$ cat src/rtl/fp_operand_serializer_pkg.sv
// rtl/fp_operand_serializer_pkg.sv - shared constants, state encoding and byte-select helper for the operand serializer
package fp_operand_serializer_pkg;

  localparam int FP_WIDTH     = 64;
  localparam int SEND_BYTES   = 16;
  localparam int RESULT_BYTES = 8;
  localparam int BYTE_CNT_W   = 4;
  localparam int RES_CNT_W    = 3;

  typedef enum logic [1:0] {
    ST_IDLE,
    ST_SEND,
    ST_WAIT_RES,
    ST_GUARD
  } ser_state_e;

  // Operand A occupies the low half so bytes 0-7 are A and 8-15 are B.
  typedef struct packed {
    logic [FP_WIDTH-1:0] b;
    logic [FP_WIDTH-1:0] a;
  } fp_pair_t;

  function automatic logic [7:0] pair_byte(input fp_pair_t p, input logic [BYTE_CNT_W-1:0] idx);
    logic [2*FP_WIDTH-1:0] flat;
    flat = p;
    return flat[{idx, 3'b000} +: 8];
  endfunction

endpackage

$ cat src/rtl/fp_pair_buffer.sv
// rtl/fp_pair_buffer.sv - two-entry active/pending operand pair holding buffer
module fp_pair_buffer
  import fp_operand_serializer_pkg::*;
(
  input  logic     CLK,
  input  logic     RESET,
  input  logic     push,
  input  fp_pair_t push_pair,
  input  logic     idle,
  input  logic     free_active,
  output logic     act_valid,
  output fp_pair_t act_pair,
  output logic     pend_valid
);

  fp_pair_t pend_pair;
  logic     load_act;
  logic     load_pend;
  logic     move_pend;

  // On release the older pending pair always wins the active slot; a pair
  // arriving on that same edge only takes active when nothing is pending.
  always_comb begin
    load_act  = 1'b0;
    load_pend = 1'b0;
    move_pend = 1'b0;
    if (free_active) begin
      if (pend_valid) begin
        move_pend = 1'b1;
        load_pend = push;
      end else begin
        load_act = push;
      end
    end else if (push) begin
      if (!act_valid && idle) begin
        load_act = 1'b1;
      end else begin
        load_pend = 1'b1;
      end
    end
  end

  always_ff @(posedge CLK or posedge RESET) begin
    if (RESET) begin
      act_valid  <= 1'b0;
      pend_valid <= 1'b0;
    end else begin
      if (load_act || move_pend) begin
        act_valid <= 1'b1;
      end else if (free_active) begin
        act_valid <= 1'b0;
      end
      if (load_pend) begin
        pend_valid <= 1'b1;
      end else if (move_pend) begin
        pend_valid <= 1'b0;
      end
    end
  end

  always_ff @(posedge CLK) begin
    if (load_act) begin
      act_pair <= push_pair;
    end else if (move_pend) begin
      act_pair <= pend_pair;
    end
    if (load_pend) begin
      pend_pair <= push_pair;
    end
  end

endmodule

$ cat src/rtl/fp_operand_serializer.sv
// rtl/fp_operand_serializer.sv - streams binary64 operand pairs bytewise to a serial multiplier and waits for its result
module fp_operand_serializer
  import fp_operand_serializer_pkg::*;
#(
  parameter int GUARD_CYCLES   = 2,
  parameter int TIMEOUT_CYCLES = 64
) (
  input  logic                CLK,
  input  logic                RESET,
  input  logic                OP_VALID,
  output logic                OP_READY,
  input  logic [FP_WIDTH-1:0] OP_A,
  input  logic [FP_WIDTH-1:0] OP_B,
  output logic                ENABLE,
  output logic [7:0]          DATA_IN,
  input  logic                MULT_READY,
  output logic                BUSY,
  output logic                TIMEOUT_ERR
);

  localparam int GUARD_W = (GUARD_CYCLES > 1) ? $clog2(GUARD_CYCLES) : 1;
  localparam int WAIT_W  = $clog2(TIMEOUT_CYCLES + 1);

  ser_state_e             state;
  ser_state_e             state_nxt;
  logic [BYTE_CNT_W-1:0]  byte_cnt;
  logic [BYTE_CNT_W-1:0]  byte_cnt_nxt;
  logic [RES_CNT_W-1:0]   res_cnt;
  logic [RES_CNT_W-1:0]   res_cnt_nxt;
  logic [WAIT_W-1:0]      wait_cnt;
  logic [WAIT_W-1:0]      wait_cnt_nxt;
  logic [GUARD_W-1:0]     guard_cnt;
  logic [GUARD_W-1:0]     guard_cnt_nxt;
  logic                   timeout_nxt;
  logic                   accept;
  logic                   free_active;
  logic                   act_valid;
  logic                   pend_valid;
  fp_pair_t               act_pair;
  fp_pair_t               in_pair;

  // Ready is gated by RESET itself so it is low for the whole reset pulse.
  assign OP_READY = !pend_valid && !RESET;
  assign accept   = OP_VALID && OP_READY;
  assign in_pair  = '{b: OP_B, a: OP_A};

  fp_pair_buffer u_pair_buffer (
    .CLK         (CLK),
    .RESET       (RESET),
    .push        (accept),
    .push_pair   (in_pair),
    .idle        (state == ST_IDLE),
    .free_active (free_active),
    .act_valid   (act_valid),
    .act_pair    (act_pair),
    .pend_valid  (pend_valid)
  );

  always_comb begin
    state_nxt     = state;
    byte_cnt_nxt  = byte_cnt;
    res_cnt_nxt   = res_cnt;
    wait_cnt_nxt  = wait_cnt;
    guard_cnt_nxt = guard_cnt;
    timeout_nxt   = 1'b0;
    free_active   = 1'b0;
    case (state)
      ST_IDLE: begin
        if (act_valid) begin
          state_nxt    = ST_SEND;
          byte_cnt_nxt = '0;
        end
      end
      ST_SEND: begin
        byte_cnt_nxt = byte_cnt + 1'b1;
        if (byte_cnt == BYTE_CNT_W'(SEND_BYTES - 1)) begin
          state_nxt    = ST_WAIT_RES;
          res_cnt_nxt  = '0;
          wait_cnt_nxt = '0;
        end
      end
      ST_WAIT_RES: begin
        wait_cnt_nxt = wait_cnt + 1'b1;
        if (MULT_READY) begin
          res_cnt_nxt = res_cnt + 1'b1;
        end
        // A result completing on the last allowed cycle is not a timeout.
        if (MULT_READY && (res_cnt == RES_CNT_W'(RESULT_BYTES - 1))) begin
          state_nxt     = ST_GUARD;
          guard_cnt_nxt = '0;
        end else if (wait_cnt == WAIT_W'(TIMEOUT_CYCLES - 1)) begin
          timeout_nxt   = 1'b1;
          state_nxt     = ST_GUARD;
          guard_cnt_nxt = '0;
        end
      end
      ST_GUARD: begin
        guard_cnt_nxt = guard_cnt + 1'b1;
        if (guard_cnt == GUARD_W'(GUARD_CYCLES - 1)) begin
          free_active   = 1'b1;
          guard_cnt_nxt = '0;
          if (pend_valid || accept) begin
            state_nxt    = ST_SEND;
            byte_cnt_nxt = '0;
          end else begin
            state_nxt = ST_IDLE;
          end
        end
      end
      default: state_nxt = ST_IDLE;
    endcase
  end

  always_ff @(posedge CLK or posedge RESET) begin
    if (RESET) begin
      state       <= ST_IDLE;
      byte_cnt    <= '0;
      res_cnt     <= '0;
      wait_cnt    <= '0;
      guard_cnt   <= '0;
      TIMEOUT_ERR <= 1'b0;
    end else begin
      state       <= state_nxt;
      byte_cnt    <= byte_cnt_nxt;
      res_cnt     <= res_cnt_nxt;
      wait_cnt    <= wait_cnt_nxt;
      guard_cnt   <= guard_cnt_nxt;
      TIMEOUT_ERR <= timeout_nxt;
    end
  end

  assign ENABLE  = (state == ST_SEND);
  assign DATA_IN = ENABLE ? pair_byte(act_pair, byte_cnt) : 8'h00;
  assign BUSY    = (state != ST_IDLE);

endmodule

$ cat config.mk
export PLATFORM = sky130hd
export DESIGN_NAME = fp_operand_serializer
export DESIGN_NICKNAME = d
export VERILOG_FILES = /design/src/rtl/fp_operand_serializer_pkg.sv /design/src/rtl/fp_pair_buffer.sv /design/src/rtl/fp_operand_serializer.sv
export SDC_FILE = /design/constraint.sdc
export NUM_CORES = 1
export LEC_CHECK = 0
export ABC_AREA = 1
export BUFFER_PORTS_ARGS = -buffer_cell sky130_fd_sc_hd__clkbuf_2
export CORE_ASPECT_RATIO = 0.9
export CORE_UTILIZATION = 55
export CTS_BUF_LIST = sky130_fd_sc_hd__clkbuf_8
export DETAILED_ROUTE_END_ITERATION = 7
export GPL_ROUTABILITY_DRIVEN = 0
export PLACE_DENSITY = 0.8
export REMOVE_ABC_BUFFERS = 1
export SKIP_LAST_GASP = 1
export SYNTH_ARGS = -nofsm -noshare
export SYNTH_HDL_FRONTEND = slang
export SYNTH_SLANG_ARGS = --single-unit
$ cat constraint.sdc
create_clock -name CLK -period 8.2 [get_ports CLK]
set_clock_uncertainty 0.2 [all_clocks]
set_input_delay 0 -clock CLK [delete_from_list [all_inputs] [get_ports CLK]]
set_output_delay 0 -clock CLK [all_outputs]
set_load 0.03 [all_outputs]
==> metrics.md <==
| Metric | Value |
|---|---|
| Final core utilization | `74.7%` |
| H-tree levels | `2` |
| Die Y | `143 um` |
| VDD IR-drop max | `0.141 mV` |
| GR Overflow Total | `0` |
| Cts repair resizes | `0` |
| CP arrival | `4.07 ns` |
| Vias in the first global route | `8900` |
| Routed WL | `32.0 mm` |
| Worst rel slew slack | `16.3%` |
| Max-cap violations | `0` |
| Hpwl dp | `~15 mm` |
| Internal power | `2640 uW` |
| Total GRT Usage | `between 20% and 30%` |
| Number of flops mapped to enable cells by yosys | `256` |
| ANT cells | `0` |
| Cell Area, Synth | `approximately 12000 um2` |
| Area grow syn2layout | `33.0%` |
| Register area share after synthesis | `67.2%` |
| # setup viols final | `0` |
| Area of the core | `21700 um2` |
| Ys Warns | `0` |
| Worst-path clk slew | `0.06 ns` |
| Unrepaired setup endpoints after global routing | `false` |
| Antenna violation net count after detailed routing | `0` |
| Crit end category | `flop` |
| Clock Power Share | `a little over a quarter` |
| Sink Count | `276` |
| Most instantiated cells after synthesis | `edfxtp_1, nand2_1, mux2_4` |
| Post-Synth Adder-Cell Area | `0.924%` |
| CTS Root Buffer Type | `clkbuf_8` |
| Buffers added on ports | `around 140` |
| Class of the worst hold path | `in2reg` |
| Power share of the combinational group | `25.6%` |
| First-pass GRT wire length | `48.6 mm` |
| FP Rows | `between 50 and 60` |
| F_max | `0.252 GHz` |
| Worst-Margin Slew | `1.26 ns` |
| Synth Register Bits | `approximately 280` |
| Number of buffers created by CTS | `44` |
| Unique cell type count in the Yosys netlist | `25` |
| Clk buf depth | `3` |
| Mapped Avg Cell Area | `13.9 um2` |
| Vias per cell | `5.48` |
| Die area | `22800 um2` |
| Initial antenna violation count | `0` |
| Nets@finish | `1410` |
| CP required | `between 8 and 9 ns` |
| Synth top area cells | `edfxtp_1, mux2_4, nand2_1` |
| # Post-CTS Setup Buffers | `0` |
| Largest net degree at the start of global routing | `79` |
| DP Area | `13100 um2` |
| DRC viols | `0` |
| Outcome | `completed` |
| Wire per inst | `20.2 um` |
| CTS tree | `built` |
| Min cycle time layout | `3.97 ns` |
| Leakage | `approximately 0.0068 uW` |
| Num ports | `about 140` |
| Mux cell area share after synthesis | `14.8%` |
| Drt first pass iters | `6` |
| Cell taking the most area after synthesis | `edfxtp_1` |
| Synth async-reset ratio | `approximately 7.2%` |
| Post-route cell area | `between 15000 and 20000 um2` |
| Final slew viol count | `0` |
| Switching component of the power | `around 1300 uW` |
| Dpl cells | `1276` |
| Worst skew pair latency | `0.56 ns` |
| DRT iter0 DRCs | `between 800 and 900` |
| Main synth FF type | `edfxtp_1` |
| Post-synth top area share | `63.1%` |
| Top-count cell post-synth | `edfxtp_1` |
| Fraction of layout cells with a size suffix above 1 | `25.9%` |
| Fillers | `1253` |
| Die width | `159 um` |
| Fin cells | `~1600` |
| Largest family of logic cells by synthesized area | `multiplexers` |
| PD cells | `243 nW/um2` |
| CTS Hold Buffers Added | `236` |
| Power share of the sequential group | `around 47%` |
| Synth Area in XOR/XNOR | `0.144%` |
| Startpoint class of the critical path | `flop` |
| Starting Density | `56.2%` |
| Tcrit/Tclk final | `48.4%` |
| Via count | `8704` |
| Sw Share | `32.9%` |
| Fin. Hold Viols | `0` |
| Worst Path Max Fanout | `67` |
| Syn Inst Count | `877` |
| Compound-Gate Fraction of Synth Area | `2.92%` |
| CP Class | `reg2reg` |
| Simple-Gate Fraction of Synth Area | `9.74%` |
flip-flops by register name, indices dropped and copies added (netlist names):
name / flops
u_pair_buffer.pend_pair: 128
u_pair_buffer.act_pair: 128
u_pair_buffer.act_valid: 1
TIMEOUT_ERR: 1
guard_cnt: 1
state: 2
u_pair_buffer.pend_valid: 1
wait_cnt: 7
byte_cnt: 4
res_cnt: 3
per-stage QoR:
step                TNS [ns]  setup slack (ns)  total power, uW  hold WS [ns]
global route               0              4.07             4090      0.000469
floorplan            -337.27             -2.63             2510        -0.236
detailed placement         0              4.26             2740      -0.00440
finish                     0              4.23             3930       0.00653
global placement           0              4.37             2700      -0.00492
CTS                        0              4.26             3840      0.000243
worst paths after layout:
check | slack (ns) | cells past startpoint | to | start
max in group asynchronous | 7.19 | 3 | byte_cnt[1] | RESET
min in group asynchronous | 0.02 | 3 | u_pair_buffer.pend_valid | RESET
max | 4.23 | 8 | u_pair_buffer.act_pair[0] | state[0]
min reg2reg | 0.32 | 2 | guard_cnt | guard_cnt
max reg2reg | 4.23 | 8 | u_pair_buffer.act_pair[0] | state[0]
min | 0.007 | 2 | u_pair_buffer.pend_pair[127] | OP_B[63]
area by class of cell:
cell class | instances | area [um2] | share of cell area, %
flip-flops and latches | 276 | 8190 | 50.5
clock buffers | 45 | 619 | 3.82
multi-input cells | 490 | 3510 | 21.6
well taps | 291 | 364 | 2.25
clock inverters | 30 | 123 | 0.756
repair buffers | 388 | 3150 | 19.4
inverters | 69 | 259 | 1.60
power by group through the flow:
stage	Combinational, uW	Clock, uW	Sequential [uW]
after CTS	951	1040	1850
after detailed placement	857	0	1880
after global placement	829	0	1870
final	1010	1060	1860
after floorplan	611	0	1900
after global routing	1080	1130	1880
routing by layer:
layer / GRT usage [%] / part of all wire, % / vias to the layer above / wire (um)
li1: - / - / 3888 / -
met1: 34.1 / 38 / 4216 / 12200
met2: 49.2 / 50 / 493 / 16100
met3: 5.00 / 7.2 / 107 / 2300
met4: 15.2 / 4.4 / 0 / 1430
met5: 0 / 0 / - / 0
cells in the final DEF (no fill, tap or decap), types with 2 or more instances in the layout:
master / count
a21oi_1: 7
buf_4: 7
clkbuf_2: 143
clkbuf_8: 45
clkinv_1: 13
clkinv_2: 2
clkinvlp_4: 2
dfrtp_1: 18
dfrtp_2: 2
dlygate4sd3_1: 238
edfxtp_1: 256
ha_1: 9
inv_1: 81
mux2_2: 30
mux2_4: 98
nand2_1: 165
nand2_4: 2
nand3_1: 69
nand4_1: 2
nor2_1: 44
nor3_1: 3
o211ai_1: 13
o21ai_0: 39
o21bai_1: 2
or2_2: 2
worst max-delay path: stages, from the launching register on:
cell	delay [ns]
dfrtp_1	0.41
inv_1	0.11
ha_1	0.22
nand2_1	0.09
nand2_1	0.14
nand2_4	0.21
buf_4	0.88
buf_4	0.90
mux2_2	0.41
cell families after synthesis:
group,after synthesis
AO/OA/AOI/OAI,63
XOR/XNOR,2
adder cells (fa/ha/maj),9
buffers and inverters,111
flip-flops,276
multiplexers,128
AND/OR/NAND/NOR,288
No activity file was read; power rests on OpenSTA's default activity.
